**config.mk**
```make
export PLATFORM = sky130hd
export DESIGN_NAME = syscall_ctrl_flat
export DESIGN_NICKNAME = d
export VERILOG_FILES = /design/src/rtl/syscall_ctrl_pkg.sv /design/src/rtl/syscall_ctrl_if.sv /design/src/rtl/syscall_fifo.sv /design/src/rtl/syscall_ctrl.sv /design/src/flat_wrapper.sv
export SDC_FILE = /design/constraint.sdc
export NUM_CORES = 1
export LEC_CHECK = 0
export ABC_AREA = 1
export CELL_PAD_IN_SITES_DETAIL_PLACEMENT = 1
export CELL_PAD_IN_SITES_GLOBAL_PLACEMENT = 1
export CORE_ASPECT_RATIO = 1.2
export CORE_MARGIN = 10
export CORE_UTILIZATION = 44
export CTS_BUF_LIST = sky130_fd_sc_hd__clkbuf_8
export DETAILED_ROUTE_END_ITERATION = 7
export PLACE_DENSITY = 0.81
export SYNTH_ARGS = -nofsm -noshare
export SYNTH_HDL_FRONTEND = slang
export SYNTH_SLANG_ARGS = --single-unit
```
**constraint.sdc**
```tcl
create_clock -name clk -period 2.3 [get_ports clk]
set_input_delay 0.345 -clock clk [delete_from_list [all_inputs] [get_ports clk]]
set_output_delay 0.345 -clock clk [all_outputs]
set_load 0.02 [all_outputs]
```
**src/rtl/syscall_ctrl_pkg.sv**
```systemverilog
// Shared constants and types for the SYSCTRL syscall controller block.
package syscall_ctrl_pkg;

    localparam logic [1:0] SC_ADDR_STATUS = 2'd0;
    localparam logic [1:0] SC_ADDR_NUM    = 2'd1;
    localparam logic [1:0] SC_ADDR_INFO   = 2'd2;
    localparam logic [1:0] SC_ADDR_CTRL   = 2'd3;

    localparam int unsigned SC_STATUS_NE   = 0;
    localparam int unsigned SC_STATUS_FULL = 1;
    localparam int unsigned SC_STATUS_HELD = 2;

    localparam int unsigned SC_CTRL_IE  = 0;
    localparam int unsigned SC_CTRL_POP = 7;

    typedef enum logic {
        StIdle,
        StClr
    } cap_state_e;

endpackage

```
**src/rtl/syscall_ctrl_if.sv**
```systemverilog
// Syscall write port and 8-bit Wishbone slave signals of the SYSCTRL block.
interface syscall_ctrl_if;

    logic       SYSCALL_trig;
    logic [7:0] SYSCALL_num;
    logic [7:0] SYSCALL_info;
    logic       SYSCALL_clr;
    logic       IRQ;

    logic [7:0] WB_ADRi;
    logic [7:0] WB_DATi;
    logic [7:0] WB_DATo;
    logic       WB_WEi;
    logic       WB_CYCi;
    logic       WB_STBi;
    logic       WB_ACKo;

    modport master (
        output SYSCALL_trig, SYSCALL_num, SYSCALL_info,
        output WB_ADRi, WB_DATi, WB_WEi, WB_CYCi, WB_STBi,
        input  SYSCALL_clr, IRQ, WB_DATo, WB_ACKo
    );

    modport slave (
        input  SYSCALL_trig, SYSCALL_num, SYSCALL_info,
        input  WB_ADRi, WB_DATi, WB_WEi, WB_CYCi, WB_STBi,
        output SYSCALL_clr, IRQ, WB_DATo, WB_ACKo
    );

endinterface

```
**src/rtl/syscall_fifo.sv**
```systemverilog
// Synchronous 16-bit FIFO; push when full and pop when empty are ignored.
module syscall_fifo #(
    parameter int unsigned DEPTH = 4
) (
    input  logic                     clk,
    input  logic                     rst,
    input  logic                     i_push,
    input  logic                     i_pop,
    input  logic [15:0]              i_data,
    output logic [15:0]              o_head,
    output logic [$clog2(DEPTH):0]   o_count,
    output logic                     o_full,
    output logic                     o_empty
);

    localparam int unsigned PW = $clog2(DEPTH);
    localparam logic [PW-1:0] PTR_ONE  = 1;
    localparam logic [PW:0]   CNT_ONE  = 1;
    localparam logic [PW:0]   CNT_FULL = (PW+1)'(DEPTH);

    logic [15:0]   r_mem [DEPTH];
    logic [PW-1:0] r_wr_ptr;
    logic [PW-1:0] r_rd_ptr;
    logic [PW:0]   r_count;
    logic          w_do_push;
    logic          w_do_pop;

    assign o_full    = (r_count == CNT_FULL);
    assign o_empty   = (r_count == '0);
    assign o_count   = r_count;
    assign o_head    = r_mem[r_rd_ptr];
    assign w_do_push = i_push & ~o_full;
    assign w_do_pop  = i_pop & ~o_empty;

    always_ff @(posedge clk) begin
        if (w_do_push) begin
            r_mem[r_wr_ptr] <= i_data;
        end
    end

    always_ff @(posedge clk) begin
        if (rst) begin
            r_wr_ptr <= '0;
            r_rd_ptr <= '0;
            r_count  <= '0;
        end else begin
            if (w_do_push) r_wr_ptr <= r_wr_ptr + PTR_ONE;
            if (w_do_pop)  r_rd_ptr <= r_rd_ptr + PTR_ONE;
            case ({w_do_push, w_do_pop})
                2'b10:   r_count <= r_count + CNT_ONE;
                2'b01:   r_count <= r_count - CNT_ONE;
                default: r_count <= r_count;
            endcase
        end
    end

endmodule

```
**src/rtl/syscall_ctrl.sv**
```systemverilog
// Syscall controller: queues upstream syscall requests, acks them with a clr
// pulse, raises IRQ and exposes the queue as Wishbone registers.
module syscall_ctrl #(
    parameter int unsigned DEPTH = 4
) (
    input  logic           clk,
    input  logic           rst,
    syscall_ctrl_if.slave  bus
);

    import syscall_ctrl_pkg::*;

    localparam int unsigned CW = $clog2(DEPTH) + 1;

    cap_state_e  r_state;
    logic        r_clr;
    logic        r_ack;
    logic [7:0]  r_dat;
    logic        r_ie;
    logic        r_irq;

    logic        w_push;
    logic        w_pop;
    logic        w_wb_req;
    logic        w_wr_ctrl;
    logic [1:0]  w_adr;
    logic [15:0] w_head;
    logic [CW-1:0] w_count;
    logic [3:0]  w_cnt4;
    logic        w_full;
    logic        w_empty;
    logic        w_held;
    logic [7:0]  w_rdata;
    logic        w_unused;

    assign w_adr     = bus.WB_ADRi[1:0];
    assign w_wb_req  = bus.WB_CYCi & bus.WB_STBi & ~r_ack;
    assign w_wr_ctrl = w_wb_req & bus.WB_WEi & (w_adr == SC_ADDR_CTRL);
    assign w_pop     = w_wr_ctrl & bus.WB_DATi[SC_CTRL_POP];
    assign w_push    = (r_state == StIdle) & bus.SYSCALL_trig & ~w_full;
    assign w_held    = bus.SYSCALL_trig & w_full;
    assign w_cnt4    = 4'(w_count);
    assign w_unused  = ^{bus.WB_ADRi[7:2], bus.WB_DATi[6:1]};

    syscall_fifo #(
        .DEPTH (DEPTH)
    ) u_fifo (
        .clk     (clk),
        .rst     (rst),
        .i_push  (w_push),
        .i_pop   (w_pop),
        .i_data  ({bus.SYSCALL_num, bus.SYSCALL_info}),
        .o_head  (w_head),
        .o_count (w_count),
        .o_full  (w_full),
        .o_empty (w_empty)
    );

    always_ff @(posedge clk) begin
        if (rst) begin
            r_state <= StIdle;
            r_clr   <= 1'b0;
        end else begin
            case (r_state)
                StIdle: begin
                    r_clr <= w_push;
                    if (w_push) r_state <= StClr;
                end
                default: begin
                    r_clr   <= 1'b0;
                    r_state <= StIdle;
                end
            endcase
        end
    end

    always_comb begin
        w_rdata = 8'h00;
        case (w_adr)
            SC_ADDR_STATUS: w_rdata = {w_cnt4, 1'b0, w_held, w_full, ~w_empty};
            SC_ADDR_NUM:    w_rdata = w_empty ? 8'h00 : w_head[15:8];
            SC_ADDR_INFO:   w_rdata = w_empty ? 8'h00 : w_head[7:0];
            default:        w_rdata = {7'b0, r_ie};
        endcase
    end

    // Every accepted request is acked one cycle, forcing ACK low in between.
    always_ff @(posedge clk) begin
        if (rst) begin
            r_ack <= 1'b0;
            r_dat <= 8'h00;
            r_ie  <= 1'b0;
            r_irq <= 1'b0;
        end else begin
            r_irq <= r_ie & ~w_empty;
            r_ack <= w_wb_req;
            if (w_wb_req) r_dat <= w_rdata;
            if (w_wr_ctrl) r_ie <= bus.WB_DATi[SC_CTRL_IE];
        end
    end

    assign bus.SYSCALL_clr = r_clr;
    assign bus.IRQ         = r_irq;
    assign bus.WB_ACKo     = r_ack;
    assign bus.WB_DATo     = r_dat;

endmodule

```
**src/flat_wrapper.sv**
```systemverilog
// flat-port wrapper written by rule: the top's interface ports become plain ports
module syscall_ctrl_flat import syscall_ctrl_pkg::*;
#(
    parameter int unsigned DEPTH = 4
)
  (clk, rst, bus_SYSCALL_trig, bus_SYSCALL_num, bus_SYSCALL_info, bus_WB_ADRi, bus_WB_DATi, bus_WB_WEi, bus_WB_CYCi, bus_WB_STBi, bus_SYSCALL_clr, bus_IRQ, bus_WB_DATo, bus_WB_ACKo);
  syscall_ctrl_if bus_i ();
  input  logic clk;
  input  logic rst;
  input wire logic [$bits(bus_i.SYSCALL_trig)-1:0] bus_SYSCALL_trig;
  input wire logic [$bits(bus_i.SYSCALL_num)-1:0] bus_SYSCALL_num;
  input wire logic [$bits(bus_i.SYSCALL_info)-1:0] bus_SYSCALL_info;
  input wire logic [$bits(bus_i.WB_ADRi)-1:0] bus_WB_ADRi;
  input wire logic [$bits(bus_i.WB_DATi)-1:0] bus_WB_DATi;
  input wire logic [$bits(bus_i.WB_WEi)-1:0] bus_WB_WEi;
  input wire logic [$bits(bus_i.WB_CYCi)-1:0] bus_WB_CYCi;
  input wire logic [$bits(bus_i.WB_STBi)-1:0] bus_WB_STBi;
  output wire logic [$bits(bus_i.SYSCALL_clr)-1:0] bus_SYSCALL_clr;
  output wire logic [$bits(bus_i.IRQ)-1:0] bus_IRQ;
  output wire logic [$bits(bus_i.WB_DATo)-1:0] bus_WB_DATo;
  output wire logic [$bits(bus_i.WB_ACKo)-1:0] bus_WB_ACKo;
  assign bus_i.SYSCALL_trig = bus_SYSCALL_trig;
  assign bus_i.SYSCALL_num = bus_SYSCALL_num;
  assign bus_i.SYSCALL_info = bus_SYSCALL_info;
  assign bus_i.WB_ADRi = bus_WB_ADRi;
  assign bus_i.WB_DATi = bus_WB_DATi;
  assign bus_i.WB_WEi = bus_WB_WEi;
  assign bus_i.WB_CYCi = bus_WB_CYCi;
  assign bus_i.WB_STBi = bus_WB_STBi;
  assign bus_SYSCALL_clr = bus_i.SYSCALL_clr;
  assign bus_IRQ = bus_i.IRQ;
  assign bus_WB_DATo = bus_i.WB_DATo;
  assign bus_WB_ACKo = bus_i.WB_ACKo;
  syscall_ctrl #(.DEPTH(DEPTH)) u_core (.clk(clk), .rst(rst), .bus(bus_i));
endmodule
```
; After elaboration in Yosys (flattened, before gate mapping)
; Memory sizes are Yosys's and may differ from the RTL's. A register that Yosys moved wholly into a read port is not among the register bits.
; Cells that the tools add are included.
[totals]
output_inout_bits = 11
word_cells = 48
in_bits = 38
register_bits = 20
ram_bits = 64
memories = 1
[mem_list]
columns = memory, depth, word_bits, read_ports, rd_clocked_by_memory_dff, wr, line_no
row1 = u_core.u_fifo.r_mem, 4, 16, 1, 1, 1, syscall_fifo.sv:21  ; logic [15:0] r_mem [DEPTH];
[classes]
bitwise = 15
addsub = 4
n_eq_ne = 6
reduce_logical = 4
muxes = 9
[ops]
columns = cell, n
row1 = case mux 8 bit (3 select lines), 1
row2 = 2-to-1 mux 8 bit, 2
row3 = bitwise AND 1 bit, 11
row4 = == test 2 bit (second input constant), 3
row5 = case mux 3 bit (2 select lines), 1
row6 = adder 2 x 1 -> 2 bit (second input constant), 2
row7 = == test 2 x 1 -> 1 bit (second input constant), 2
row8 = 2-to-1 mux 2 bit, 2
row9 = inverter 1 bit, 4
row10 = adder 3 x 1 -> 3 bit (second input constant), 1
row11 = == test 3 bit (second input constant), 1
row12 = logical NOT 3 bit, 1
row13 = 2-to-1 mux 1 bit, 3
row14 = subtractor 3 x 1 -> 3 bit (second input constant), 1
row15 = logical NOT 2 bit, 1
row16 = nonzero test 2 bit, 1
row17 = OR reduction 2 bit, 1

; Depth between registers and ports, before layout
[depth]
depth_word = 8
depth_mapped = 11
ltp_nobuf = 11

; Hierarchy
; From an unflattened synthesis, not the netlist that was laid out.
[hier_totals]
hier_cells = 338
hier_area_um2 = 3552.2
[by_module_without_submodules]
columns = mod, cells_per_inst, instances, area_per_inst_um2
row1 = syscall_fifo, 224, 1, 2849.0
row2 = syscall_ctrl, 114, 1, 703.2

; Least setup slack after synthesis
; OpenSTA, ideal clock, no wires.
[synth_timing]
path_kind = register to register
from = register u_core.r_ack (netlist: u_core.bus.WB_ACKo)
to = register u_core.u_fifo.r_count[2] (netlist: u_core.u_fifo.o_count[2])
t_required_ns = 2.178
path_stages_with_launch = 11
path_slack_ns = 0.301
synth_period_minus_slack_ns = 1.999
arrival_time_ns = 1.876
path_cell_list = dfxtp_1 nor2_4 nand4_2 nor2_2 ha_1 inv_1 fa_1 a21oi_1 o21ai_0 o21ai_0 a21oi_1
[synth_via]
elab_chain_cells = 8
word_cells_on_any_way = 10
cone_classes = eq/ne: 2 / mux: 1 / bitwise: 6 / reduce/logical: 1
[synth_lines]
columns = item, line_no
row1 = start: declaration, syscall_ctrl.sv:17  ; logic r_ack;
row2 = start signal: assignment, syscall_ctrl.sv:96  ; r_ack <= w_wb_req;
row3 = inverter 1 bit (*), syscall_ctrl.sv:37  ; assign w_wb_req = bus.WB_CYCi & bus.WB_STBi & ~r_ack;
row4 = bitwise AND 1 bit (*), syscall_ctrl.sv:37
row5 = bitwise AND 1 bit (*) (2 in series), syscall_ctrl.sv:38  ; assign w_wr_ctrl = w_wb_req & bus.WB_WEi & (w_adr == SC_ADDR_CTRL);
row6 = bitwise AND 1 bit (*), syscall_ctrl.sv:39  ; assign w_pop = w_wr_ctrl & bus.WB_DATi[SC_CTRL_POP];
row7 = bitwise AND 1 bit (*), syscall_fifo.sv:33  ; assign w_do_pop = i_pop & ~o_empty;
row8 = named net u_core.u_fifo.w_do_pop, syscall_fifo.sv:26  ; logic w_do_pop;
row9 = == test 2 x 1 -> 1 bit / == test 2 bit (equally long branches), syscall_fifo.sv:49  ; case ({w_do_push, w_do_pop})
row10 = case mux 3 bit (2 select lines) / nonzero test 2 bit (equally long branches), n/a
row11 = end signal: assignment, syscall_fifo.sv:50  ; 2'b10: r_count <= r_count + CNT_ONE;
row12 = end signal: assignment, syscall_fifo.sv:51  ; 2'b01: r_count <= r_count - CNT_ONE;
row13 = end signal: assignment, syscall_fifo.sv:52  ; default: r_count <= r_count;
row14 = end: declaration, syscall_fifo.sv:24  ; logic [PW:0] r_count;
; Mark *: on every way through the listed nets, which the timed path passes. The rest lies on a longest branch.
; A chain may end at the register's enable or synchronous reset.

; Final worst setup path
[layout_timing]
from = input port bus_WB_STBi
to = register u_core.u_fifo.r_count[2] (netlist: u_core.u_fifo.o_count[2])
[layout_via]
elab_chain_cells = 8
word_cells_on_any_way = 10
cone_classes = eq/ne: 2 / mux: 1 / bitwise: 6 / reduce/logical: 1
[layout_lines]
columns = item, line_no
row1 = start: declaration, flat_wrapper.sv:17  ; input wire logic [$bits(bus_i.WB_STBi)-1:0] bus_WB_STBi;
row2 = bitwise AND 1 bit (*) (2 in series), syscall_ctrl.sv:37
row3 = bitwise AND 1 bit (*) (2 in series), syscall_ctrl.sv:38
row4 = bitwise AND 1 bit (*), syscall_ctrl.sv:39
row5 = bitwise AND 1 bit (*), syscall_fifo.sv:33
row6 = named net u_core.u_fifo.w_do_pop, syscall_fifo.sv:26
row7 = == test 2 x 1 -> 1 bit / == test 2 bit (equally long branches), syscall_fifo.sv:49
row8 = case mux 3 bit (2 select lines) / nonzero test 2 bit (equally long branches), n/a
; Marks and branches as above.

==> impl_metrics.env <==
export IMPL_worst_hold_path_endpoint="u_core.bus.IRQ"
export IMPL_worstHoldPathCells=2
export IMPL_crit_arrival_ns=2.37
export IMPL_cts_root_buffer="clkbuf_8"
export IMPL_post_cts_resized=0
export IMPL_path_cells="clkdlybuf4s50_1 -> nand2_1 -> nor2_4 -> nand4_2 -> nor2_2 -> ha_1 -> inv_1 -> fa_1 -> a21oi_1 -> o21ai_0 -> o21ai_0 -> a21oi_1"
export IMPL_reg2reg_from="u_core.u_fifo.o_count[1]"
export IMPL_clk_pin_slew_ns=0.08
export IMPL_cpPeakStageDelay_ns=0.46
export IMPL_report_final_slew_viol_count=0
export IMPL_cp_buffers_inverters=2
export IMPL_antennaDiodeCount=0
export IMPL_coreArea_sq_um=8063
export IMPL_rsz0062_at_grt="false"
export IMPL_worst_path_max_delay_cell="clkdlybuf4s50_1"
export IMPL_slew_limit_headroom=0.6206
export IMPL_clock_latency_ns=0.37
export IMPL_crit_family="adder cells"
export IMPL_avgViaCountPerCell=5.156
export IMPL_netlist_instances=353
export IMPL_worstSetupPathType="primary input to flop"
export IMPL_hold_violations=0
export IMPL_cts_htree_levels=3
export IMPL_chipHeight_um=119.2
export IMPL_crit_required_ns=2.56
export IMPL_rrSetupSlack_ns=0.29
export IMPL_ant_nets=0
export IMPL_holdWs_ns=0.4538
export IMPL_pin_count=49
export IMPL_worstHoldStart="u_core.r_ie"
export IMPL_ys_flop_type="edfxtp_1"
export IMPL_pre_cts_ws_ns=-0.2050
export IMPL_io_buffers=36
export IMPL_syn_num_nets=397
export IMPL_dpl_hpwl_um=5812
export IMPL_grt_max_degree=33
export IMPL_final_core_util=0.5430
export IMPL_drtIter0Drc=90
export IMPL_r2r_end="u_core.u_fifo.o_count[2]"
export IMPL_drive_above_1_share=0.09268
export IMPL_layout_nets=449
export IMPL_stdcell_count=505
export IMPL_grt_pass1_wl_um=13680
export IMPL_hold_path_class="flop to flop"
export IMPL_wirelength_um=8617
export IMPL_cap_violations=0
export IMPL_clkSinkCount=85
export IMPL_synth_seq_cells=85
export IMPL_firstDrtPassIters=6
export IMPL_fmax_ghz=0.4741
export IMPL_startpoint_type="primary input"
export IMPL_p_leak_uw=0.001751
export IMPL_track_usage=0.1474
export IMPL_fin_worst_skew_ns=0.005374
export IMPL_overflow=0
export IMPL_first_global_vias=2792
export IMPL_worst_slack_ns=0.1908
export IMPL_ff2ff_path_depth=11
export IMPL_die_area_sq_um=12230
export IMPL_die_x_um=102.6
export IMPL_cp_depth=12
export IMPL_synth_cell_types=23
export IMPL_synth_cell_area_sq_um=3606
export IMPL_p_per_area_nw_per_um2=739.0
export IMPL_status="complete, no violations"
export IMPL_antenna_found_initial=0
export IMPL_start_util=0.4472
export IMPL_cts_buffers=9
export IMPL_period_needed_ns=2.109
export IMPL_num_rows=36
export IMPL_clock_path_buffers=2
export IMPL_num_vias=2604
export IMPL_gp_congestion=0.8064
export IMPL_synth_edf_count=64
export IMPL_post_cts_buffers=0
export IMPL_worstPathMaxFanout=2
export IMPL_placed_cells=489
export IMPL_avgSynthCellArea_sq_um=10.22
export IMPL_setup_viol=0
export IMPL_cts_tree="done"
export IMPL_syn_to_final_growth_pct=21.41
export IMPL_cts_hold_buf=0
export IMPL_yosysSeqAreaShare=0.6495
export IMPL_drc=0
export IMPL_async_reset_ff_frac=0
export IMPL_worst_slew_pin_slew_ns=0.5682
export IMPL_finalCritPeriodShare=0.9170
export IMPL_most_common_layout_cells="nand2_1 (82), edfxtp_1 (64), inv_1 (52), nand3_1 (40), clkdlybuf4s50_1 (36)"
export IMPL_vdd_ir_drop_max_mv=0.3779
export IMPL_cp_end_kind="flop"
export IMPL_yosys_warnings=0
export IMPL_final_common_cell="nand2_1"
export IMPL_wire_per_inst_um=17.06
## worst max path at each step
| stage | from | slack [ns] | endpoint |
|---|---|---|---|
| 2_1_floorplan | u_core.bus.WB_ACKo | 0.30 | u_core.u_fifo.o_count[2] |
| 3_3_place_gp | bus_WB_CYCi | -0.07 | u_core.u_fifo.o_count[2] |
| 3_5_place_dp | bus_WB_STBi | -0.20 | u_core.u_fifo.o_count[2] |
| 4_1_cts | bus_WB_STBi | 0.19 | u_core.u_fifo.o_count[2] |
| 5_1_grt | bus_WB_STBi | 0.06 | u_core.u_fifo.o_count[2] |
| 6_report | bus_WB_STBi | 0.19 | u_core.u_fifo.o_count[2] |
## worst min-delay path: cells and delay by family, from the launching register on
kind	cells	cell delay (ns)
flip-flops	1	0.32
AND/OR/NAND/NOR	2	0.09
## flip-flops by register name, summed over array words and instances, names as in the netlist, named ones only
name and count:
u_core.u_fifo.r_wr_ptr 2, u_core.u_fifo.o_count 3, u_core.bus.WB_ACKo 1, u_core.bus.IRQ 1
u_core.u_fifo.r_mem 64, u_core.u_fifo.r_rd_ptr 2, u_core.r_ie 1, u_core.bus.WB_DATo 8
u_core.bus.SYSCALL_clr 1
## metal layers
metal  GRT usage  up-vias  wire length [um]  part of all wire
met3     0.04338       17               428             0.050
met5           0        -                 0                 0
li1            -     1265                 -                 -
met2      0.2501       54              4441              0.52
met4     0.07951        0               164             0.019
met1      0.1598     1268              3583              0.42
## synthesized netlist by cell type (2+ instances only)
master / number / area share
a21oi_1: 17 / 0.024
nand2_1: 82 / 0.085
or2_1: 5 / 0.0087
inv_1: 51 / 0.053
dfxtp_1: 21 / 0.12
nand3_1: 40 / 0.056
edfxtp_1: 64 / 0.53
nor2_4: 3 / 0.0094
o21ai_0: 8 / 0.011
o21ai_1: 7 / 0.0097
nor2_1: 23 / 0.024
ha_1: 5 / 0.017
o211ai_2: 2 / 0.0069
inv_2: 3 / 0.0031
o211ai_1: 6 / 0.012
buf_2: 9 / 0.012
## power by group
part           switching, uW  internal (uW)  total (uW)
sequential              20.9           1710        1730
combinational            164            110         274
clock                    522            706        1230
total                    706           2530        3240
## through the flow
step	total power (uW)	instance area [sq um]	setup TNS (ns)
4_1_cts	3260	4378	0
3_3_place_gp	2027	4149	-0.07305
3_5_place_dp	2044	4149	-0.2050
2_1_floorplan	1902	3606	0
5_1_grt	3348	4378	0
6_report	3235	4378	0
## layout make-up
| type | instances | area (sq um) |
|---|---|---|
| clock inverter | 7 | 105.1 |
| fill | 881 | 3685 |
| inverter | 54 | 202.7 |
| multi-input combinational | 204 | 1012 |
| timing repair buffer | 51 | 473.0 |
| clock buffer | 9 | 123.9 |
| sequential | 85 | 2342 |
| tap | 95 | 118.9 |
## logic make-up after synthesis
kind of cell,share of synthesized area
compound gates,0.06592
flops,0.6495
fa+ha+maj,0.02290
simple gates,0.1919
buf+inv,0.06974
(Power assumes the default switching activity.)
